===== src/rtl/shift_add_multiplier.sv =====
`default_nettype none
// ============================================================================
// Module      : shift_add_multiplier
// Description : Sequential unsigned shift-and-add multiplier feeding HiLo (MULTU).
// Revision    : 1.0
// ============================================================================
module shift_add_multiplier #(
   parameter int WIDTH = 32
) (
   input  logic                 clk,
   input  logic                 reset,
   input  logic                 start,
   input  logic [WIDTH-1:0]     dataA,
   input  logic [WIDTH-1:0]     dataB,
   output logic                 busy,
   output logic                 done,
   output logic                 hilo_we,
   output logic [2*WIDTH-1:0]   MulAns
);

   localparam int                CNT_W    = $clog2(WIDTH) + 1;
   localparam logic [CNT_W-1:0]  LAST_CNT = CNT_W'(WIDTH - 1);

   typedef enum logic [1:0] {
      ST_IDLE = 2'd0,
      ST_RUN  = 2'd1,
      ST_DONE = 2'd2
   } state_t;

   state_t               state_q,   state_d;
   logic [2*WIDTH-1:0]   mcand_q,   mcand_d;
   logic [2*WIDTH-1:0]   acc_q,     acc_d;
   logic [2*WIDTH-1:0]   mul_ans_q, mul_ans_d;
   logic [WIDTH-1:0]     mplier_q,  mplier_d;
   logic [CNT_W-1:0]     cnt_q,     cnt_d;
   logic                 done_q,    done_d;
   logic                 hilo_we_q, hilo_we_d;
   logic [2*WIDTH-1:0]   acc_sum;

   always_ff @(posedge clk or negedge reset) begin
      if (!reset) begin
         state_q   <= ST_IDLE;
         mcand_q   <= '0;
         acc_q     <= '0;
         mul_ans_q <= '0;
         mplier_q  <= '0;
         cnt_q     <= '0;
         done_q    <= 1'b0;
         hilo_we_q <= 1'b0;
      end else begin
         state_q   <= state_d;
         mcand_q   <= mcand_d;
         acc_q     <= acc_d;
         mul_ans_q <= mul_ans_d;
         mplier_q  <= mplier_d;
         cnt_q     <= cnt_d;
         done_q    <= done_d;
         hilo_we_q <= hilo_we_d;
      end
   end

   always_comb begin
      state_d   = state_q;
      mcand_d   = mcand_q;
      acc_d     = acc_q;
      mul_ans_d = mul_ans_q;
      mplier_d  = mplier_q;
      cnt_d     = cnt_q;
      acc_sum   = acc_q + (mplier_q[0] ? mcand_q : '0);

      unique case (state_q)
         ST_IDLE: begin
            if (start) begin
               mcand_d  = {{WIDTH{1'b0}}, dataA};
               mplier_d = dataB;
               acc_d    = '0;
               cnt_d    = '0;
               state_d  = ST_RUN;
            end
         end
         ST_RUN: begin
            acc_d    = acc_sum;
            mcand_d  = mcand_q << 1;
            mplier_d = mplier_q >> 1;
            cnt_d    = cnt_q + CNT_W'(1);
            // Final partial product goes straight to MulAns on the DONE entry edge.
            if (cnt_q == LAST_CNT) begin
               state_d   = ST_DONE;
               mul_ans_d = acc_sum;
            end
         end
         ST_DONE: begin
            state_d = ST_IDLE;
         end
         default: begin
            state_d = ST_IDLE;
         end
      endcase

      done_d    = (state_d == ST_DONE);
      hilo_we_d = (state_d == ST_DONE);
   end

   assign busy    = (state_q != ST_IDLE);
   assign done    = done_q;
   assign hilo_we = hilo_we_q;
   assign MulAns  = mul_ans_q;

endmodule
`default_nettype wire


===== config.mk =====
export PLATFORM = sky130hd
export DESIGN_NAME = shift_add_multiplier
export DESIGN_NICKNAME = d
export VERILOG_FILES = /design/src/rtl/shift_add_multiplier.sv
export SDC_FILE = /design/constraint.sdc
export NUM_CORES = 1
export LEC_CHECK = 0
export BUFFER_PORTS_ARGS = -buffer_cell sky130_fd_sc_hd__buf_2
export CORE_MARGIN = 3
export CORE_UTILIZATION = 39
export DETAILED_ROUTE_END_ITERATION = 12
export PLACE_DENSITY = 0.61
export SLEW_MARGIN = 10
export SYNTH_ARGS = -nofsm -noshare
export SYNTH_HDL_FRONTEND = slang
export SYNTH_SLANG_ARGS = --single-unit

===== constraint.sdc =====
create_clock -name clk -period 10.7 [get_ports clk]
set_clock_uncertainty 0.1 [all_clocks]
set_input_delay 2.14 -clock clk [delete_from_list [all_inputs] [get_ports clk]]
set_output_delay 2.14 -clock clk [all_outputs]
set_load 0.01 [all_outputs]

==> metrics.cfg <==
[critical_path]
cp_num_buf_inv = 0
critPathRequiredTime_ns = 10.95
path_common_cell = o21ai_1
path_cells = and2_1 -> ha_1 -> a21oi_1 -> nand2_1 -> a2111oi_0 -> a21boi_0 -> o21ai_1 -> o21ai_1 -> a22oi_1 -> mux2i_1 -> o311ai_0
crit_family = compound AO/OA/AOI/OAI gates
worst-setup-path-type = flip-flop to flip-flop
worstPathArrival_ns = 4.69
max_stage_delay_ns = 0.86
crit_slowest_cell = dfrtp_1
r2r_cells = 11
critPathCaptureType = flip-flop
worst-path-stages = 11
crit_path_start_kind = flip-flop
cp_max_fo = 31

[pwr]
p_int_mw = 2.58
switching_share_pct = 43.3
powerDensity_nw_per_um2 = 301
p_switching_mw = 1.96
total_power_mw = 4.54
combPwrFrac_pct = 49.2
p_clk_share_pct = 21.1
power.leakage_nw = 6.87
p_seq_share_pct = 29.7
ir_drop_mv = 0.162

[synthesis]
synth_top_family_by_area = simple AND/OR/NAND/NOR gates
synth-xor-area-share_pct = 3.97
synth-seq-area-share_pct = 44.0
async_reset_ff_share_pct = 100
synth_adder_area_share_pct = 6.20
yosysWarnings = 0
syn_inst = 1563
synth_edf_count = 0
synth.area.mux_share_pct = 0.595
synthFlopType = dfrtp_1
syn_nets = 1695
yosysTopAreaCellShare_pct = 44.0
yosys-top-cells-area = dfrtp_1 44%, nand2_1 6.6%, o21ai_0 6.5%
synth-compound-area-share_pct = 20.2
synth-simple-area-share_pct = 21.0
ys_types = 62
yosys.area.top_type = dfrtp_1
ys_ff_latch = 233
syn_avg_cell_area_um2 = 8.47
netlist_area_um2 = 13200

[routing]
firstDrtPassIters = 5
drcViolationCount = 0
antenna_left = 0
avgViaCountPerCell = 5.49
wl_per_cell_um = 17.6
vias = 11400
drt_iter0_markers = 799
routed_wl_um = 36800

[sta]
rsz0062_at_grt = no
worst_slew_pin_slew_ns = 1.05
finalSetupTns_ns = 0
fin_crit_ns = 4.43
setup-violations-final = 0
fin_crit_sh_pct = 41.4
slew_headroom_pct = 30.2
hold_viol = 0
drv_slew = 0
fmax_mhz = 226

[global_routing]
grt_usage_pct = 20.2
overflow = 0
grt_first_pass_wirelength_um = 60200
antenna_found_initial = 0
grt_max_degree = 110
grt_pass1_vias = 11200

[min_path]
hold_path.class = flip-flop to flip-flop
hold_depth = 2

[final_layout]
layout-drive-gt1-share_pct = 12.4
layout.cells.most_common = dfrtp_1
area_growth_pct = 13.8
nNetsFinal = 1756
design_area_um2 = 15100
layout_common_cells = 233 x dfrtp_1, 230 x nand2_1, 171 x o21ai_0

[cts]
clkLatencyLatePin_ns = 0.53
htreeDepth = 1
clockRootBuffer = clkbuf_16
clk_pin_slew_ns = 0.06
cts_made_buffers = 27
cts_buffer_depth = 3
post-cts-setup-buffers = 0
ctsResizeCount = 0
cts_tree = yes
cts_num_sinks = 233
hold_buffers = 0

[placement]
gp_congestion = 0.954
dp_hpwl_um = 25800
io_buffers = 133
place_area_um2 = 14100

[floorplanning]
rows = 66
start_util_pct = 40.1
fp.dieW_um = 190
dieArea_um2 = 36200
die_h_um = 190
boundaryPins = 134
core-area_um2 = 33000

[run_status]
status = finished clean

[run]
maxCapViolations = 0

## path summary, 6_finish.rpt
kind / start / slack (ns) / to
hold / removal: MulAns[26] / 0.37 / MulAns[26]
min in group asynchronous: reset / 1.56 / MulAns[54]
setup reg to reg: mplier_q[0] / 6.27 / acc_q[62]
hold reg to reg: MulAns[26] / 0.37 / MulAns[26]
setup / recovery: mplier_q[0] / 6.27 / acc_q[62]
max in group asynchronous: reset / 6.66 / MulAns[14]
## registers in the layout, summed over array words and instances (netlist names)
signal    count
state_q       2
acc_q        64
cnt_q         6
mcand_q      64
hilo_we       1
mplier_q     32
MulAns       64
## power groups by stage
stage                     registers (mW)  clock network [mW]  logic, mW
after floorplan                     1.29                   0       1.68
after global placement              1.36                   0       2.20
after detailed placement            1.36                   0       2.22
after CTS                           1.35               0.983       2.22
after global routing                1.39                1.02       2.50
final                               1.35               0.957       2.23
## synthesized netlist by cell type, types with 5 or more instances
| cell | n |
|---|---|
| o21a_1 | 7 |
| o22ai_1 | 68 |
| a21boi_0 | 5 |
| buf_1 | 9 |
| nand4_1 | 37 |
| nand2_1 | 233 |
| ha_1 | 64 |
| xnor2_1 | 31 |
| nor3_1 | 17 |
| dfrtp_1 | 233 |
| or3_1 | 11 |
| nor2_1 | 169 |
| o21bai_1 | 13 |
| a22o_1 | 16 |
| a21oi_1 | 77 |
| a31oi_1 | 12 |
| nand3_1 | 61 |
| clkbuf_1 | 95 |
| o21ai_0 | 171 |
| o211ai_1 | 6 |
| and2_1 | 67 |
| xor2_1 | 29 |
| inv_1 | 23 |
| a21o_1 | 30 |
## layout make-up
type / instances / area [um2]
clock buffers: 36 / 759
clock inverters: 11 / 160
well taps: 442 / 553
multi-input cells: 1196 / 6920
inverters: 23 / 86.3
flip-flops and latches: 233 / 5830
repair buffers: 143 / 751
diodes: 1 / 2.50
fillers: 3284 / 18000
## routing by layer
layer | routed length [um] | vias to the layer above | GRT usage, % | share of wire (%)
met1 | 17100 | 5471 | 28.4 | 47
met4 | 1050 | 0 | 5.70 | 2.9
met3 | 2040 | 55 | 3.27 | 5.5
li1 | - | 5613 | - | -
met2 | 16600 | 299 | 32.4 | 45
met5 | 0 | - | 0 | 0
## cell families (layout without fill, tap and decap cells)
logic type / after synthesis / count (layout)
compound gates: 445 / 445
other cells: 0 / 1
fa+ha+maj: 65 / 65
simple gates: 619 / 619
buf+inv: 134 / 213
xor+xnor: 60 / 60
mux: 7 / 7
flops: 233 / 233
## stage by stage
stage / cells / util (%) / worst slack (ns) / hold slack (ns)
floorplan: 1563 / - / 7.27 / 0.355
global placement: 2037 / 42.8 / 5.98 / 0.355
detailed placement: 2037 / 42.8 / 5.97 / 0.362
CTS: 2084 / 45.6 / 6.28 / 0.377
global route: 2084 / 45.6 / 5.73 / 0.398
finish: 2085 / 45.6 / 6.27 / 0.371
## tightest hold or removal path, delay by kind of cell (launching register included)
family          cells  cell delay [ns]
compound gates      1             0.06
flops               1             0.34
simple gates        1             0.04
Power figures use the tool's default switching activity.
